$ cat src/rtl/csi_rx_pkt_parser.sv
`default_nettype none
// csi_rx_pkt_parser: CSI-2 packet walker with per-VC flags, byte-enabled payload beats.
// Optional header ECC check compiled in with CSI_ECC_CHECK_EN.  Rev 1.0
module csi_rx_pkt_parser #(
  parameter int NUM_LANE = 2,
  parameter int NUM_VC   = 2
) (
  input  logic                  clock,
  input  logic                  reset_n,
  input  logic                  enable,
  input  logic [NUM_LANE*8-1:0] data_in,
  input  logic                  data_vld,
  output logic                  sync_wait,
  output logic                  packet_done,
  output logic [NUM_LANE*8-1:0] payload,
  output logic [NUM_LANE-1:0]   payload_be,
  output logic                  payload_vld,
  output logic [1:0]            payload_vc,
  output logic [5:0]            payload_dt,
  output logic [NUM_VC-1:0]     frame_active,
  output logic [NUM_VC-1:0]     line_active,
  output logic                  hdr_err
);

  localparam int          HDR_BEATS = 4 / NUM_LANE;
  localparam logic [1:0]  HDR_LAST  = 2'(HDR_BEATS - 1);
  localparam logic [16:0] LANES     = 17'(NUM_LANE);

  typedef enum logic [1:0] {IDLE = 2'd0, HDR = 2'd1, BODY = 2'd2, DONE = 2'd3} state_t;

  state_t                state;
  logic [1:0]            hdr_cnt;
  logic [31:0]           hdr_q;
  logic [31:0]           hdr_now;
  logic [16:0]           remain;
  logic [16:0]           pay_left;
  logic [1:0]            cur_vc;
  logic [5:0]            cur_dt;
  logic                  cur_ok;
  logic                  payload_last;
  logic [NUM_LANE-1:0]   lane_be;
  logic [NUM_LANE*8-1:0] lane_data;
  logic                  hdr_last;
  logic                  ecc_bad;
  logic                  beat_last;
  logic [7:0]            di;
  logic [15:0]           wc;

  // Header bytes already captured merged with the bytes arriving on this beat.
  always_comb begin
    hdr_now = hdr_q;
    for (int k = 0; k < 4; k++) begin
      if (2'(k / NUM_LANE) == hdr_cnt)
        hdr_now[k*8 +: 8] = data_in[(k % NUM_LANE)*8 +: 8];
    end
  end

  assign di       = hdr_now[7:0];
  assign wc       = hdr_now[23:8];
  assign hdr_last = data_vld && (state == IDLE || state == HDR) && (hdr_cnt == HDR_LAST);

`ifdef CSI_ECC_CHECK_EN
  logic [5:0] ecc_calc;
  logic [1:0] unused_p76;
  assign ecc_calc = {^(hdr_now[23:0] & 24'hEFFC00), ^(hdr_now[23:0] & 24'hDF03F0),
                     ^(hdr_now[23:0] & 24'hB8E38E), ^(hdr_now[23:0] & 24'h749A6D),
                     ^(hdr_now[23:0] & 24'hF2555B), ^(hdr_now[23:0] & 24'hF12CB7)};
  assign ecc_bad    = (ecc_calc != hdr_now[29:24]);
  assign unused_p76 = hdr_now[31:30];
`else
  logic [7:0] unused_ecc;
  assign unused_ecc = hdr_now[31:24];
  assign ecc_bad    = 1'b0;
`endif

  // remain includes the two CRC bytes; payload bytes are whatever lies before them.
  assign pay_left  = (remain > 17'd2) ? (remain - 17'd2) : 17'd0;
  assign beat_last = (remain <= LANES);

  always_comb begin
    lane_be   = '0;
    lane_data = '0;
    for (int i = 0; i < NUM_LANE; i++) begin
      if (17'(i) < pay_left) begin
        lane_be[i]         = 1'b1;
        lane_data[i*8 +: 8] = data_in[i*8 +: 8];
      end
    end
  end

  always_ff @(posedge clock) begin
    if (!reset_n || !enable) begin
      state        <= IDLE;
      hdr_cnt      <= '0;
      hdr_q        <= '0;
      remain       <= '0;
      cur_vc       <= '0;
      cur_dt       <= '0;
      cur_ok       <= 1'b0;
      sync_wait    <= 1'b1;
      packet_done  <= 1'b0;
      payload      <= '0;
      payload_be   <= '0;
      payload_vld  <= 1'b0;
      payload_vc   <= '0;
      payload_dt   <= '0;
      payload_last <= 1'b0;
      frame_active <= '0;
      line_active  <= '0;
      hdr_err      <= 1'b0;
    end else begin
      packet_done  <= 1'b0;
      hdr_err      <= 1'b0;
      payload_vld  <= 1'b0;
      payload_be   <= '0;
      payload_last <= 1'b0;

      // The line ends once its final payload beat has been presented, or at packet end.
      for (int v = 0; v < NUM_VC; v++) begin
        if (cur_vc == 2'(v) && (state == DONE || (payload_vld && payload_last)))
          line_active[v] <= 1'b0;
      end

      case (state)
        IDLE, HDR: begin
          if (data_vld) begin
            if (hdr_last) begin
              hdr_cnt <= '0;
              cur_vc  <= di[7:6];
              cur_dt  <= di[5:0];
              cur_ok  <= ({1'b0, di[7:6]} < 3'(NUM_VC));
              if (ecc_bad || di[5:0] < 6'h10) begin
                state       <= DONE;
                packet_done <= 1'b1;
                sync_wait   <= 1'b1;
                hdr_err     <= ecc_bad;
                for (int v = 0; v < NUM_VC; v++) begin
                  if (!ecc_bad && di[7:6] == 2'(v)) begin
                    if (di[5:0] == 6'h00) begin
                      frame_active[v] <= 1'b1;
                    end else if (di[5:0] == 6'h01) begin
                      frame_active[v] <= 1'b0;
                      line_active[v]  <= 1'b0;
                    end
                  end
                end
              end else begin
                state     <= BODY;
                sync_wait <= 1'b0;
                remain    <= {1'b0, wc} + 17'd2;
                for (int v = 0; v < NUM_VC; v++) begin
                  if (di[7:6] == 2'(v))
                    line_active[v] <= 1'b1;
                end
              end
            end else begin
              hdr_q     <= hdr_now;
              hdr_cnt   <= hdr_cnt + 2'd1;
              state     <= HDR;
              sync_wait <= 1'b0;
            end
          end
        end
        BODY: begin
          if (data_vld) begin
            remain <= beat_last ? 17'd0 : (remain - LANES);
            if (cur_ok && pay_left != 17'd0) begin
              payload_vld  <= 1'b1;
              payload_be   <= lane_be;
              payload      <= lane_data;
              payload_vc   <= cur_vc;
              payload_dt   <= cur_dt;
              payload_last <= (pay_left <= LANES);
            end
            if (beat_last) begin
              state       <= DONE;
              packet_done <= 1'b1;
              sync_wait   <= 1'b1;
            end
          end
        end
        default: state <= IDLE;
      endcase
    end
  end

endmodule
`default_nettype wire

$ cat config.mk
export PLATFORM = sky130hd
export DESIGN_NAME = csi_rx_pkt_parser
export DESIGN_NICKNAME = d
export VERILOG_FILES = /design/src/rtl/csi_rx_pkt_parser.sv
export SDC_FILE = /design/constraint.sdc
export NUM_CORES = 1
export LEC_CHECK = 0
export ABC_AREA = 1
export CORE_UTILIZATION = 56
export CTS_CLUSTER_DIAMETER = 120
export CTS_CLUSTER_SIZE = 40
export DETAILED_ROUTE_END_ITERATION = 10
export PLACE_DENSITY = 0.8
export SLEW_MARGIN = 15
export SYNTH_ARGS = -nofsm -noshare
export SYNTH_HDL_FRONTEND = slang
export SYNTH_SLANG_ARGS = --single-unit
export TNS_END_PERCENT = 5
$ cat constraint.sdc
create_clock -name clock -period 2.78 [get_ports clock]
set_input_delay 0.278 -clock clock [delete_from_list [all_inputs] [get_ports clock]]
set_output_delay 0.278 -clock clock [all_outputs]
set_load 0.02 [all_outputs]
# Word-level counts from Yosys, hierarchy flattened
# Cells that the tools add are included.
[word_totals]
regBits = 88
output_inout_bits = 34
elab_cells = 124
[classes]
addsub = 3
magnitude_cmp = 7
eq_ne = 13
n_mux = 48
bitwise_logic = 4
n_reduce_logical = 31
[op_table]
columns = ["cell", "n"]
rows = [
  ["17-bit 2-to-1 mux", 6],
  ["8-bit 2-to-1 mux", 5],
  ["17-bit by 2-bit less-or-equal comparator with 1-bit output, second input constant", 2],
  ["1-bit by 17-bit less-than comparator with 1-bit output, first input constant", 2],
  ["17-bit case mux with 2 select lines", 1],
  ["1-bit 2-to-1 mux", 24],
  ["2-bit 2-to-1 mux", 9],
  ["16-bit by 2-bit adder with 17-bit output, second input constant", 1],
  ["17-bit by 2-bit > comparator with 1-bit output, second input constant", 1],
  ["17-bit nonzero test", 1],
  ["17-bit by 2-bit subtractor with 17-bit output, second input constant", 1],
  ["3-bit AND reduction", 4],
  ["6-bit AND reduction", 2],
  ["2-bit != test, second input constant", 5],
  ["2-bit by 1-bit == test with 1-bit output, second input constant", 4],
  ["2-bit logical NOT", 4],
  ["6-bit by 1-bit == test with 1-bit output, second input constant", 1],
  ["1-bit logical AND", 6],
  ["6-bit logical NOT", 1],
  ["6-bit by 5-bit less-than comparator with 1-bit output, second input constant", 1],
  ["5-bit AND reduction", 1],
  ["2-bit == test, second input constant", 2],
  ["1-bit inverter", 4],
  ["1-bit case mux with 2 select lines", 2],
  ["12 further kinds", 16],
]

# Depth between registers and ports, before layout
# Gate-level depths: netlist (run 1).
[depth]
depth_word = 11
depth_mapped = 17
mapped_depth_nobuf = 16

# Worst setup path after synthesis (run 1)
# Ideal clock, no wire load.
[synth_path]
path_type = "register to register"
start = "register hdr_cnt[0]"
end = "register remain[11]"
setup_time_ns = 0.074
arrival_time_ns = 2.037
required_time_ns = 2.706
slack_ns = 0.669
path_stages_with_launch = 14
path_buffers = 1
path_cell_list = "dfxtp_1 -> inv_1 -> ha_1 -> buf_4 -> o21ai_0 -> ha_1 -> nand2_1 -> nor2_2 -> nand3_1 -> nor2_1 -> nand2_1 -> a21oi_1 -> o21ai_1 -> a31oi_1"
[synth_via]
elab_chain_len = 7
elab_cells_between_ends = 16
cone_classes = "add/sub (1); order compare (1); eq/ne (4); mux (7); reduce/logical (3)"
[synth_rtl]
columns = ["item", "line_no", "source"]
rows = [
  ["start, declared", "32", "logic [1:0] hdr_cnt;"],
  ["start signal, assigned", "158", "hdr_cnt <= hdr_cnt + 2'd1;"],
  ["2-bit logical NOT", "53", "if (2'(k / NUM_LANE) == hdr_cnt)"],
  ["8-bit 2-to-1 mux", "53", ""],
  ["via hdr_now[10]", "34", "logic [31:0] hdr_now;"],
  ["16-bit by 2-bit adder with 17-bit output", "150", "remain <= {1'b0, wc} + 17'd2;"],
  ["17-bit 2-to-1 mux", "132", "if (ecc_bad || di[5:0] < 6'h10) begin"],
  ["17-bit 2-to-1 mux", "127", "if (hdr_last) begin"],
  ["17-bit 2-to-1 mux", "126", "if (data_vld) begin"],
  ["17-bit case mux with 2 select lines", "124", "case (state)"],
  ["end signal, assigned", "150", ""],
  ["end signal, assigned", "166", "remain <= beat_last ? 17'd0 : (remain - LANES);"],
  ["end, declared", "35", "logic [16:0] remain;"],
]
# The timed path passes the listed nets, and every way through them passes these cells. The select of a mux whose other input is x is not followed.
# A chain may end at the register's enable or synchronous reset.

# Worst setup path after layout (run 1)
[layout_path]
start = "register hdr_cnt[0]"
end = "register remain[15]"
# The elaborated chain is that of the path after synthesis.

==> impl_metrics.tcl, run 1 <==
set metrics [dict create \
    hp-class "flop to flop" \
    path_cells "inv_1 -> ha_2 -> buf_4 -> nand2_1 -> o21a_1 -> ha_1 -> nand2_1 -> nor2_4 -> nand3_1 -> nor2_1 -> nand3_1 -> o21ai_0 -> a21oi_1" \
    finalWirelength_um 11700 \
    vias 4693 \
    htreeDepth 3 \
    diodes 0 \
    synthFlopType "dfxtp_1" \
    cpMaxStageDelayCell "dfxtp_1" \
    finalSetupViolations 0 \
    finalCritPeriodShare_pct 94.6 \
    tightest_slew_ns 0.761 \
    synthArstFlopShare_pct 0 \
    placed_cell_area_um2 5260 \
    cp-start-kind "flop" \
    rows 33 \
    viasPerCell 5.43 \
    ys_warn_count 0 \
    leakage_nw 2.28 \
    clk_pin_slew_ns 0.09 \
    netlist_area_um2 4690 \
    synth_fp_nets 736 \
    slew_headroom_pct 48.7 \
    drtAntennaViolNets 0 \
    area_delta_synth_final_pct 16.7 \
    worstPathArrival_ns 2.87 \
    worst_slack_ns 0.150 \
    final_cell_mix "151 x nand2_1, 89 x nor2_1, 88 x inv_1, 88 x dfxtp_1, 71 x a21oi_1" \
    crit_start "hdr_cnt[0]$_SDFFE_PP0P_" \
    yosys.area_share.adder_pct 1.07 \
    critPathTopFamily "simple AND/OR/NAND/NOR gates" \
    rsz0062_at_grt "false" \
    numCtsBuffers 9 \
    multi_input_area_um2 2410 \
    avgSynthCellArea_um2 6.58 \
    gr-total-overflow 0 \
    drc_errors 0 \
    synth-seq-area-share_pct 37.6 \
    cts.sinks 88 \
    outcome "complete, no violations" \
    grtUsageTotal_pct 27.5 \
    p_per_area_nw_per_um2 486 \
    die_h_um 93.5 \
    critPathBufInv 2 \
    clk_latency_ns 0.36 \
    synth_edf_count 0 \
    hold_ws_ns 0.427 \
    io_pins 54 \
    fin_nets 779 \
    regArea_um2 1760 \
    hold_depth 2 \
    r2r-start "hdr_cnt[0]$_SDFFE_PP0P_" \
    finalSetupTns_ns 0 \
    root_buffer "clkbuf_8" \
    gp_congestion 0.935 \
    num-fill-cells 724 \
    synth_cells 712 \
    synth_simple_gate_area_share_pct 31.1 \
    grt_max_degree 59 \
    muxShareOfSynthArea_pct 0 \
    final_area_um2 5470 \
    cp_max_fo 17 \
    die_area_um2 8740 \
    r2r_setup_slack_ns 0.15 \
    min_to "hdr_q[22]$_SDFFE_PP0P_" \
    drive_above_1_share_pct 7.50 \
    synth_cell_type_count 39 \
    maxCapViolCount 0 \
    synth_compound_area_share_pct 18.0 \
    fmax_mhz 380 \
    core-area_um2 8180 \
    wl_per_cell_um 13.5 \
    place_ws_ns 0.0521 \
    tritoncts "done" \
    synth_top_area_cell "dfxtp_1" \
    yosys.area_share.xor_xnor_pct 0.934 \
    die_width_um 93.5 \
    synth_top_family_by_area "simple AND/OR/NAND/NOR gates" \
    initial_utilization_pct 57.3 \
    reg2reg_to "remain[15]$_SDFFE_PP0P_" \
    yosys-top-cells-area "dfxtp_1 38%, nand2_1 12%, a21oi_1 7.6%" \
    first_global_vias 4137 \
    cp.required_ns 3.02 \
    peakVddDrop_mv 0.275 \
    synth_top_area_share_pct 37.6 \
    first_pass_iters 4 \
    slew_violations 0 \
    clockBufferDepth 2 \
    drt_iter0_drc 342 \
    final_common_cell "nand2_1" \
    hold_viol 0 \
    synth_seq_cells 88 \
    io_buffers 52 \
    holdBufCountCts 0 \
    slowest_delay_ns 0.36 \
    crit_path_end_kind "flop" \
    worst-setup-path-type "flop to flop" \
    finClkSkew_ns 0.0110 \
    hp-start "hdr_q[22]$_SDFFE_PP0P_" \
    min_period_ns 2.63 \
    antenna_found_initial 0 \
    hpwl_um 8470 \
    post_cts_buffers 0 \
    reg2reg_depth 13 \
    grt_pass1_wl_um 19000 \
]
per-layer routing:
metal	up-vias	global-route usage (%)	routed length, um
li1	2384	-	-
met1	2147	36.9	5490
met2	144	45.3	5420
met3	18	3.74	561
met4	0	9.10	200
met5	-	0	0
synth_stat cells, types with 5 or more instances:
master    number
nand3_1       52
nor2_2         6
nand2_1      151
nor2_1        90
buf_6          6
a21oi_1       71
a31oi_1        8
dfxtp_1       88
nand2_2        5
nand4_1       10
inv_1         88
o21ai_0       57
clkbuf_1      21
worst max-delay path by stage:
stage | cells past startpoint | slack (ns) | endpoint
2_1_floorplan | 13 | 0.67 | remain[11]$_SDFFE_PP0P_
3_3_place_gp | 13 | 0.17 | remain[15]$_SDFFE_PP0P_
3_5_place_dp | 13 | 0.05 | remain[15]$_SDFFE_PP0P_
4_1_cts | 13 | 0.009 | remain[15]$_SDFFE_PP0P_
5_1_grt | 15 | 0.007 | payload[14]$_SDFFE_PP0P_
6_report | 13 | 0.15 | remain[15]$_SDFFE_PP0P_
kinds of logic after synthesis:
| kind of cell | Yosys count |
|---|---|
| adders and majority gates | 4 |
| other | 1 |
| DFF | 88 |
| xor gates and xnor gates | 5 |
| buffers and inverters | 125 |
| AOI/OAI and AO/OA | 157 |
| and+or+nand+nor | 332 |
layout make-up:
| class | instances | area share, % |
|---|---|---|
| Clock buffer | 9 | 2.26 |
| Clock inverter | 7 | 1.53 |
| Inverter | 93 | 6.38 |
| Multi-Input combinational cell | 499 | 44.1 |
| Sequential cell | 88 | 32.2 |
| Tap cell | 105 | 2.40 |
| Timing Repair Buffer | 64 | 11.2 |
worst register-to-register path: cells and delay by family (launching register included):
family | cells | cell delay, ns
and+or+nand+nor | 6 | 0.86
AOI/OAI and AO/OA | 3 | 0.52
adders and majority gates | 2 | 0.51
DFF | 1 | 0.36
buffers and inverters | 2 | 0.29
state kept, by name (all words and copies together), names as in the netlist:
register	cells
payload_last	1
frame_active	2
packet_done	1
cur_ok	1
line_active	2
hdr_cnt	2
payload_vc	2
remain	17
payload	16
sync_wait	1
payload_dt	6
hdr_q	24
cur_vc	2
cur_dt	6
payload_vld	1
state	2
payload_be	2
per-stage QoR:
stage / cells / power [mW] / utilization, %
3_3_place_gp: 849 / 1.74 / 64.3
6_report: 865 / 2.66 / 66.9
4_1_cts: 865 / 2.66 / 66.8
2_1_floorplan: 712 / 1.66 / -
3_5_place_dp: 849 / 1.75 / 64.3
5_1_grt: 865 / 2.77 / 66.9
report_power, final:
group / total [mW] / internal, mW / switching (mW)
Sequential: 1.29 / 1.28 / 0.0101
Combinational: 0.443 / 0.135 / 0.308
Clock: 0.930 / 0.435 / 0.495
Total: 2.66 / 1.85 / 0.813
repair_timing:
action                                 in CTS  in global routing
endpoints found under the hold margin       0                  0
setup endpoints to repair                   0                  5
gates resized for setup                     0                  2
Note: power is estimated with default switching activity, not from simulation.
==> inputs of run 2 (changes only) <==
--- a/config.mk
+++ b/config.mk
@@ -8,7 +8,6 @@
 export ABC_AREA = 1
 export CORE_UTILIZATION = 56
 export CTS_CLUSTER_DIAMETER = 120
-export CTS_CLUSTER_SIZE = 40
 export DETAILED_ROUTE_END_ITERATION = 10
 export PLACE_DENSITY = 0.8
 export SLEW_MARGIN = 15
==> results of run 2 <==
Final layout, timing and power as in run 1 (identical DEF).
